### config.mk
export PLATFORM = sky130hd
export DESIGN_NAME = cache_ctrl_wb
export DESIGN_NICKNAME = d
export VERILOG_FILES = /design/src/rtl/cache_ctrl_wb.sv
export SDC_FILE = /design/constraint.sdc
export NUM_CORES = 1
export LEC_CHECK = 0
export CELL_PAD_IN_SITES_DETAIL_PLACEMENT = 1
export CELL_PAD_IN_SITES_GLOBAL_PLACEMENT = 1
export CORE_UTILIZATION = 32
export CTS_BUF_LIST = sky130_fd_sc_hd__clkbuf_4 sky130_fd_sc_hd__clkbuf_8 sky130_fd_sc_hd__clkbuf_16
export CTS_CLUSTER_DIAMETER = 200
export DETAILED_ROUTE_END_ITERATION = 12
export HOLD_SLACK_MARGIN = 0.03
export PLACE_DENSITY_LB_ADDON = 0.05
export SLEW_MARGIN = 15
export SYNTH_ARGS = -nofsm -noshare
export SYNTH_HDL_FRONTEND = slang
export SYNTH_SLANG_ARGS = --single-unit
### constraint.sdc
create_clock -name clk -period 1.9 [get_ports clk]
set_input_delay 0.19 -clock clk [delete_from_list [all_inputs] [get_ports clk]]
set_output_delay 0.19 -clock clk [all_outputs]
set_load 0.02 [all_outputs]
### src/rtl/cache_ctrl_wb.sv
// cache_ctrl_wb: direct-mapped cache controller with write-back/write-through, RAM timeout and one-level indirection
module cache_ctrl_wb #(
  parameter int DATA_W        = 8,
  parameter int ADDR_W        = 8,
  parameter int WRITE_THROUGH = 0,
  parameter int RAM_TIMEOUT   = 15
) (
  input  logic              clk,
  input  logic              rst_n,
  input  logic              req_valid,
  output logic              req_ready,
  input  logic [1:0]        req_op,
  input  logic              req_indirect,
  input  logic [ADDR_W-1:0] req_addr,
  input  logic [DATA_W-1:0] req_wdata,
  output logic              resp_valid,
  input  logic              resp_ready,
  output logic [DATA_W-1:0] resp_rdata,
  output logic              resp_err,
  output logic [ADDR_W-1:0] cache_addr,
  input  logic              cache_hit,
  input  logic              cache_dirty,
  input  logic [ADDR_W-1:0] cache_victim_addr,
  input  logic [DATA_W-1:0] cache_rdata,
  output logic              cache_we,
  output logic              cache_wsel,
  output logic              cache_dirty_set,
  output logic              cache_clr,
  output logic              ram_req,
  output logic              ram_we,
  output logic [ADDR_W-1:0] ram_addr,
  output logic [DATA_W-1:0] ram_wdata,
  input  logic              ram_ack,
  input  logic [DATA_W-1:0] ram_rdata
);
  localparam int CW = $clog2(RAM_TIMEOUT + 1);
  typedef enum logic [3:0] {IDLE, CLEAR, LOOKUP, EVICT, FILL, FILL_WR, IND_PTR, ACCESS, WT_RAM, RESP} state_t;
  state_t state, nxt;
  logic [1:0] op;
  logic [ADDR_W-1:0] addr;
  logic [DATA_W-1:0] wdata, rdata;
  logic [CW-1:0] cnt;
  logic ind, err, wr, wait_st, tmo;
  always_comb begin
    wr = op == 2'b11;
    wait_st = state inside {EVICT, FILL, WT_RAM};
    tmo = wait_st && !ram_ack && cnt == CW'(RAM_TIMEOUT - 1);
    nxt = state;
    req_ready = 1'b0;
    resp_valid = 1'b0;
    cache_addr = addr;
    cache_we = 1'b0;
    cache_wsel = 1'b0;
    cache_dirty_set = 1'b0;
    cache_clr = 1'b0;
    ram_req = 1'b0;
    ram_we = 1'b0;
    ram_addr = addr;
    ram_wdata = wdata;
    case (state)
      IDLE: begin
        req_ready = 1'b1;
        cache_addr = '0;
        if (req_valid) nxt = req_op == 2'b00 ? CLEAR : req_op == 2'b01 ? RESP : LOOKUP;
      end
      CLEAR: begin
        cache_clr = 1'b1;
        nxt = RESP;
      end
      // a clean miss on a data-phase write needs no fill: the line is a single word
      LOOKUP: nxt = cache_hit ? ACCESS : cache_dirty ? EVICT : (wr && !ind) ? ACCESS : FILL;
      EVICT: begin
        ram_req = 1'b1;
        ram_we = 1'b1;
        ram_addr = cache_victim_addr;
        ram_wdata = cache_rdata;
        nxt = ram_ack ? ((wr && !ind) ? ACCESS : FILL) : tmo ? RESP : EVICT;
      end
      FILL: begin
        ram_req = 1'b1;
        nxt = ram_ack ? FILL_WR : tmo ? RESP : FILL;
      end
      FILL_WR: begin
        cache_we = 1'b1;
        cache_wsel = 1'b1;
        nxt = ACCESS;
      end
      ACCESS: begin
        cache_we = !ind && wr;
        cache_dirty_set = !ind && wr && WRITE_THROUGH == 0;
        nxt = ind ? IND_PTR : (wr && WRITE_THROUGH != 0) ? WT_RAM : RESP;
      end
      IND_PTR: nxt = LOOKUP;
      WT_RAM: begin
        ram_req = 1'b1;
        ram_we = 1'b1;
        nxt = (ram_ack || tmo) ? RESP : WT_RAM;
      end
      RESP: begin
        resp_valid = 1'b1;
        nxt = resp_ready ? IDLE : RESP;
      end
      default: nxt = IDLE;
    endcase
  end
  always_ff @(posedge clk or negedge rst_n) begin
    if (!rst_n) begin
      state <= IDLE;
      op <= '0;
      addr <= '0;
      wdata <= '0;
      rdata <= '0;
      ind <= 1'b0;
      err <= 1'b0;
      cnt <= '0;
    end else begin
      state <= nxt;
      cnt <= (wait_st && nxt == state) ? cnt + 1'b1 : '0;
      if (state == IDLE && req_valid) begin
        op <= req_op;
        addr <= req_addr;
        wdata <= req_wdata;
        ind <= req_indirect && req_op[1];
        rdata <= '0;
        err <= 1'b0;
      end
      if (state == IND_PTR) begin
        addr <= ADDR_W'(cache_rdata);
        ind <= 1'b0;
      end
      if (state == ACCESS && !ind && !wr) rdata <= cache_rdata;
      if (tmo) begin
        err <= 1'b1;
        rdata <= '0;
      end
    end
  end
  assign resp_rdata = rdata;
  assign resp_err = err;
endmodule

# Word level (Yosys, flattened, before mapping)
# Index checks and enable logic that the tools add are counted.
# op_classes
eq_ne	13
n_mux	35
add_sub_neg	1
reduce_logical	20
# ops
op	n
2-to-1 mux 8 bit	8
2-to-1 mux 4 bit	12
one-hot mux 4 bit (10 select lines)	1
equality test 4 x 3 -> 1 bit (second input constant)	4
equality test 4 bit (second input constant)	3
2-to-1 mux 1 bit	12
equality test 4 x 2 -> 1 bit (second input constant)	2
logical AND 1 bit	8
nonzero test 3 bit	2
adder 4 x 1 -> 4 bit (second input constant)	1
equality test 4 x 1 -> 1 bit (second input constant)	1
equality test 4 bit	1
logical NOT 4 bit	1
nonzero test 2 bit	2
logical NOT 1 bit	3
OR reduction 3 bit	1
equality test 2 x 1 -> 1 bit (second input constant)	1
equality test 2 bit (second input constant)	1
logical NOT 2 bit	1
2-to-1 mux 2 bit	1
one-hot mux 1 bit (2 select lines)	1
OR reduction 2 bit	1
logical OR 1 bit	1
# word_totals
regBits	36

# Depth between registers and ports, before layout
# Gate-level depths: netlist of run 1.
# depth
depth_word	10
mapped_depth	7
ltp_nobuf	7

# Worst setup path after synthesis of run 1
# Ideal clock, no wire load.
# synth_timing
path_kind	register to output
from	register state[2]
to	output ram_addr[0]
path_slack_ns	0.137
required_time_ns	1.710
t_arrival_ns	1.573
path_stages_with_launch	5
path_cell_list	dfrtp_1 -> buf_2 -> nor3_4 -> buf_6 -> mux2_2
# synth_via
elab_chain_len	2
# synth_lines
item	line	text
from (decl)	38	state_t state, nxt;
from (signal assigned)	117	state <= nxt;
equality test 4 x 2 -> 1 bit	60	case (state)
2-to-1 mux 8 bit	60	
to (decl)	31	output logic [ADDR_W-1:0] ram_addr,
# No other way between the ends.

# Final worst setup path of run 1
# layout_timing
from	register state[3]
to	output ram_addr[0]
# Same word-level chain as after synthesis.

==> metrics.yaml, run 1 <==
die_footprint_sq_um: 7100
timing.critical_path.to_type: "primary output"
cellInternalPower_mw: 3.62
synth.area.mux_share_pct: 18.2
critical_setup_path_class: "flop to primary output"
pin_count: 91
path_clk_slew_ns: 0.08
cts_tree: "yes"
status: "finished, violations left"
globalplace.congestion: 0.808
crit_path_max_fanout: 5
cts.sink_count: 36
grt_start_max_net_pins: 21
synth_cell_type_count: 48
ys_top_cells_by_area: "dfrtp_1 42%, mux2_2 8.3%, mux2_4 6.2%, mux2i_1 3.7%, a22o_1 3.6%"
power_frac_clock_pct: 11.2
ctsRootBufferMaster: "clkbuf_8"
maxSlewViolCount: 0
worst_pin_slew_ns: 0.442
rows: 29
power_density_nw_per_um2: 1670
fillerInstances: 709
count_of_vias_placed_by_the_detailed_router: 2089
drt.antenna.violating_nets: 0
synthesized_netlist_cell_count: 208
final_layout_size_suffix_gt1_share_pct: 38.2
grt_setup_unrepaired: "yes"
yosys_reg_bits: 36
finalSetupViolCount: 13
final_period_minus_worst_setup_slack_ns: 1.96
failed_checks: "design-rule violations, negative setup slack"
critPathArrivalTime_ns: 1.77
mostFrequentLayoutCells: "49 x clkdlybuf4s50_1, 33 x dfrtp_1, 31 x buf_6"
finish.utilization_pct: 56.8
synth_largest_area_cell: "dfrtp_1"
yosysTopAreaCellShare_pct: 41.6
synth_edf_count: 0
postSynthNetCount: 260
routed_wirelength_mm: 7.42
power.leakage_nw: 1.73
p_total_mw: 6.14
cts_max_path_buffers: 2
most_used_dff_post_synth: "dfrtp_1"
netSwitchingFraction_pct: 41.1
synthesized_cell_area_sq_um: 2170
ys_seq_area_share_pct: 41.6
dpl_worst_slack_ns: -0.104
number_of_violations_reported_at_the_end_of_detailed_routing_iteration_0: 58
xor_and_xnor_area_share_after_synthesis_pct: 0.808
layout.cells.most_common: "clkdlybuf4s50_1"
synth_compound_gate_area_share_pct: 16.1
hold_path_class: "primary input to async pin"
antenna_violations_before_repair: 0
wl_per_cell_um: 17.9
port_buffers: 82
x_dimension_of_the_die_um: 84.3
clk-insertion-delay-late_ns: 0.29
dominant_combinational_cell_family_by_area_after_synthesis: "simple AND/OR/NAND/NOR gates"
insertedDiodeCount: 0
first_global_vias: 2309
die_y_um: 84.3
fmax_mhz: 510
timing.final.ws_setup_ns: -0.0614
fp.coreArea_sq_um: 6460
h_tree_depth: 2
share_seq_of_total_power_pct: 22.3
slew_headroom_pct: 70.5
hold_viol: 0
drt_pass1_iterations: 8
hpwl_mm: 5.03
synth-warning-count: 0
hold_slack_ns: 0.368
share_comb_of_total_power_pct: 66.5
globalRoute.totalOverflow: 0
areaGrowthSynthToFinish_pct: 69.2
drc_violation_count_after_routing: 2
tritoncts.num_buffers: 5
drv_cap: 0
power.net_switching_mw: 2.52
grt_first_pass_wirelength_mm: 12.0
max_rail_drop_vdd_v: 0.000778
cp_data_required_time_ns: 1.71
clock_skew_ns: 0.00492
final_min_period_over_clock_period_pct: 103
synth-simple-area-share_pct: 18.3
critPathLaunchType: "flop"
async_s_r_ff_share_synth_pct: 100
post_synthesis_adder_cell_area_fraction_pct: 1.15
layout.nets: 389
syn_area_per_cell_sq_um: 10.4
vias_per_cell: 5.03
floorplan.initialDensity_pct: 33.6
grt_util_all_layers_pct: 21.6
[critical path, stage by stage, from the launching register on]
cell	delay [ns]
dfrtp_2	0.43
buf_6	0.12
nor3_4	0.20
buf_6	0.16
buf_8	0.13
mux2_4	0.31
buf_6	0.13
[what timing repair did]
item | 4_1_cts | 5_1_grt
gates resized for setup | 136 | 59
endpoints found under the setup margin | 32 | 58
setup buffers | 16 | 6
endpoints found under the hold margin | 18 | 0
gates cloned | 1 | 1
pin swaps | 3 | 12
hold buffers | 1 | 0
[cell usage after synthesis (3+ instances only)]
cell and n:
nand2_1 19, dfrtp_1 36, nand2b_1 4, nor2b_1 9, a21oi_1 8, mux2_4 9, nand3_1 8, mux2i_1 8
buf_2 6, a22o_1 9, nor2_1 15, mux2_2 16, inv_1 3, o21ai_0 13
[final timing paths]
check	start	end	slack, ns	depth (start not counted)
min	rst_n	cnt[2]$_DFF_PN0_	0.37	2
max in group asynchronous	rst_n	state[2]$_DFF_PN0_	1.02	3
min reg2reg	cnt[0]$_DFF_PN0_	cnt[0]$_DFF_PN0_	0.49	1
max	state[3]$_DFF_PN0_	ram_addr[0]	-0.06	6
min in group clk	cnt[0]$_DFF_PN0_	cnt[0]$_DFF_PN0_	0.49	1
max reg2reg	state[0]$_DFF_PN0_	resp_rdata[2]$_DFFE_PN0P_	0.07	8
[registers in the layout, indices dropped and copies added, names as in the netlist]
signal      flops
ind             1
state           4
op              2
resp_rdata      8
addr            8
resp_err        1
cnt             4
wdata           8
[cells by family after synthesis]
family,Yosys count
mux,33
compound gates,48
flops,36
xor+xnor,2
fa+ha+maj,2
buf+inv,15
simple gates,72
[through the flow]
stage	setup TNS, ns	area (sq um)	std cells
global placement	-0.561	3290	386
global route	-1.30	3670	415
CTS	-1.52	3590	412
finish	-0.613	3670	415
detailed placement	-1.17	3290	386
floorplan	0	2170	208
[per-layer routing]
| layer | share of wire [%] | vias to the layer above | GRT usage (%) | wire, um |
|---|---|---|---|---|
| met2 | 48 | 54 | 36.4 | 3580 |
| met1 | 45 | 1017 | 27.5 | 3370 |
| met5 | 0 | - | 0 | 0 |
| met4 | 0.90 | 0 | 5.49 | 67 |
| li1 | - | 1012 | - | - |
| met3 | 5.4 | 6 | 6.00 | 400 |
[layout make-up]
cell class | count | area, sq um | area share, %
clock buffer | 5 | 68.8 | 1.88
clock inverter | 3 | 42.5 | 1.16
inverter | 3 | 11.3 | 0.307
multi-input combinational | 157 | 1260 | 34.4
sequential | 36 | 905 | 24.7
tap | 77 | 96.3 | 2.63
timing repair buffer | 134 | 1280 | 34.9
[power by group through the flow]
| stage | combinational, mW | sequential (mW) | clock (mW) |
|---|---|---|---|
| 6_report | 4.08 | 1.37 | 0.688 |
| 2_1_floorplan | 2.00 | 1.36 | 0 |
| 5_1_grt | 4.36 | 1.40 | 0.736 |
| 4_1_cts | 3.82 | 1.35 | 0.710 |
| 3_3_place_gp | 3.60 | 1.35 | 0 |
| 3_5_place_dp | 3.65 | 1.35 | 0 |
Power figures use the tool's default switching activity.
==> run 2, diff against run 1 <==
--- a/config.mk
+++ b/config.mk
@@ -5,9 +5,7 @@
 export SDC_FILE = /design/constraint.sdc
 export NUM_CORES = 1
 export LEC_CHECK = 0
-export CELL_PAD_IN_SITES_DETAIL_PLACEMENT = 1
-export CELL_PAD_IN_SITES_GLOBAL_PLACEMENT = 1
-export CORE_UTILIZATION = 32
+export CORE_UTILIZATION = 40
 export CTS_BUF_LIST = sky130_fd_sc_hd__clkbuf_4 sky130_fd_sc_hd__clkbuf_8 sky130_fd_sc_hd__clkbuf_16
 export CTS_CLUSTER_DIAMETER = 200
 export DETAILED_ROUTE_END_ITERATION = 12
==> run 2 against run 1 <==
Effect of this change:
- the run ends with negative setup slack left
- global-route usage increased by 2.6 points
- clock power decreased by 22%
- cell count rose by 1.4%
- clock skew up 0.0054 ns
- first-iteration DRC count is 50% higher
- register-to-register slack worse by 0.09 ns
- largest cell class unchanged
==> metrics.yaml, run 2 (synthesis results as in run 1) <==
tritoncts.num_buffers: 5  # unchanged
h_tree_depth: 2  # unchanged
cts_max_path_buffers: 2  # unchanged
place_area_sq_um: 3300  # +0.27%
insertedDiodeCount: 0  # unchanged
crit_path_max_fanout: 4  # -1
drc_violation_count_after_routing: 0  # -2
worst_path_cell_with_the_longest_stage_delay: "dfrtp_2"
mostFrequentLayoutCells: "49 x clkdlybuf4s50_1, 40 x buf_4, 38 x buf_6"
max_stage_delay_ns: 0.43  # about the same
grt_first_pass_wirelength_mm: 10.2  # -15%
x_dimension_of_the_die_um: 75.6  # -10%
routed_wirelength_mm: 6.83  # -8.0%
fp.coreArea_sq_um: 5170  # -20%
grt_setup_unrepaired: "yes"
port_buffers: 82  # unchanged
cells_after_dpl: 383  # -0.78%
highest_layer: "met4"
first_global_vias: 2092  # -9.4%
dpl_worst_slack_ns: -0.128  # -0.0246 ns
worst_pin_slew_ns: 0.573  # +0.131 ns
hold_path_class: "primary input to async pin"
finalSetupViolCount: 21  # +8
critPathLaunchType: "flop"
grt_util_all_layers_pct: 24.2  # +2.6 points
cts_tree: "yes"
path_clk_slew_ns: 0.07  # about the same
launch_point_of_the_critical_path: "state[2]$_DFF_PN0_"
antenna_violations_before_repair: 0  # unchanged
max_rail_drop_vdd_v: 0.000923  # +19%
status: "finished, violations left"
floorplan.initialDensity_pct: 41.9  # +8.3 points
grt_start_max_net_pins: 25  # +19%
hold_viol: 0  # unchanged
areaGrowthSynthToFinish_pct: 77.1
cp_cell_sequence: "buf_12 > buf_8 > nor4_4 > buf_4 > buf_12 > nor2b_1 > buf_2"
power.leakage_nw: 1.82  # +5.2%
globalplace.congestion: 0.887  # +9.7%
finalInstanceArea_sq_um: 3840  # +4.7%
drt_pass1_iterations: 4  # -4
clk-insertion-delay-late_ns: 0.29  # about the same
drv_cap: 0  # unchanged
dr_wl_met3_um: 301  # -25%
cts.sink_count: 36  # unchanged
layout.nets: 403  # +3.6%
slew_headroom_pct: 61.8  # -8.7 points
failed_checks: "negative setup slack"
globalRoute.totalOverflow: 0  # unchanged
route.met2.wl_mm: 3.47  # -3.1%
die_footprint_sq_um: 5720  # -20%
sequential_cell_area_sq_um: 905  # unchanged
pin_count: 91  # unchanged
critical_setup_path_class: "flop to primary output"
fillerInstances: 385  # -46%
instances_no_fill: 421  # +1.4%
drt.antenna.violating_nets: 0  # unchanged
die_y_um: 75.6  # -10%
clock_skew_ns: 0.0103  # +0.00540 ns
finish.utilization_pct: 74.2  # +17 points
multi_input_logic_area_sq_um: 1300  # +3.1%
count_of_vias_placed_by_the_detailed_router: 2135  # +2.2%
power_density_nw_per_um2: 1660  # -0.78%
hold_slack_ns: 0.431  # +0.0629 ns
maxSlewViolCount: 0  # unchanged
final_layout_size_suffix_gt1_share_pct: 42.5  # +4.3 points
final_period_minus_worst_setup_slack_ns: 1.97  # +0.0111 ns
fmax_mhz: 507  # -0.56%
ctsRootBufferMaster: "clkbuf_8"
timing.final.ws_setup_ns: -0.0725  # -0.0111 ns
timing.critical_path.to_type: "primary output"
hpwl_mm: 4.37  # -13%
vias_per_cell: 5.07  # +0.75%
rows: 26  # -10%
cp_data_required_time_ns: 1.71  # about the same
wl_per_cell_um: 16.2  # -9.3%
critical_path.most_common_cell: "buf_12"
critPathArrivalTime_ns: 1.78  # about the same
final_min_period_over_clock_period_pct: 104  # +0.59 points
wl_met1_mm: 2.94  # -13%
r2r_start: "state[2]$_DFF_PN0_"
number_of_violations_reported_at_the_end_of_detailed_routing_iteration_0: 87  # +50%
layout.cells.most_common: "clkdlybuf4s50_1"
## run 2: changes by cell type in the layout (fill, tap and decap cells not counted), sizes merged
cell           before  now
buf                77   90
clkbuf              9   12
dlygate4sd2         3    1
bufinv              1    0
clkdlybuf4s15       0    1
clkinvlp            1    0
## run 2: through the flow
step / power, mW / setup TNS (ns)
finish: 6.38 / -0.954
global route: 6.74 / -3.19
CTS: 5.85 / -1.70
detailed placement: 4.99 / -2.14
global placement: 4.96 / -1.53
floorplan: 3.36 / 0
## run 2: final timing paths
check / endpoint / slack, ns / cells after the start
max: cache_addr[3] / -0.07 / 7
min: cnt[1]$_DFF_PN0_ / 0.43 / 2
max reg2reg: addr[0]$_DFFE_PN0P_ / -0.02 / 8
min reg2reg: cnt[0]$_DFF_PN0_ / 0.49 / 1
max in group asynchronous: resp_rdata[0]$_DFFE_PN0P_ / 0.93 / 3
min in group clk: cnt[0]$_DFF_PN0_ / 0.49 / 1
## run 2: power breakdown
group | internal, mW | switching (mW) | total (mW)
Combinational | 2.48 | 2.00 | 4.48
Sequential | 1.09 | 0.269 | 1.36
Clock | 0.264 | 0.270 | 0.534
## run 2: layout make-up
type	count	share of cell area, %
repair buffers	148	37.8
multi-input cells	157	33.9
flip-flops and latches	36	23.6
well taps	70	2.28
clock buffers	6	1.99
inverters	3	0.293
clock inverters	1	0.130
## run 2: worst max-delay path: cells and delay by family, from the launching register on
kind | cells | cell delay [ns]
buf+inv | 5 | 0.68
simple gates | 2 | 0.37
flops | 1 | 0.43
## run 2: routing by layer
layer  vias up  GRT usage (%)
met5         -              0
met4         0           8.02
met1      1012           30.4
li1       1045              -
met2        68           42.1
met3        10           4.63
## run 2: timing repair
| item | 4_1_cts | 5_1_grt |
|---|---|---|
| endpoints found under the setup margin | 37 | 61 |
| hold buffers | 1 | 0 |
| resized for setup | 150 | 83 |
| gates cloned | 3 | 1 |
| pin swaps | 2 | 8 |
| setup buffers | 18 | 14 |
| hold endpoints to repair | 22 | 0 |
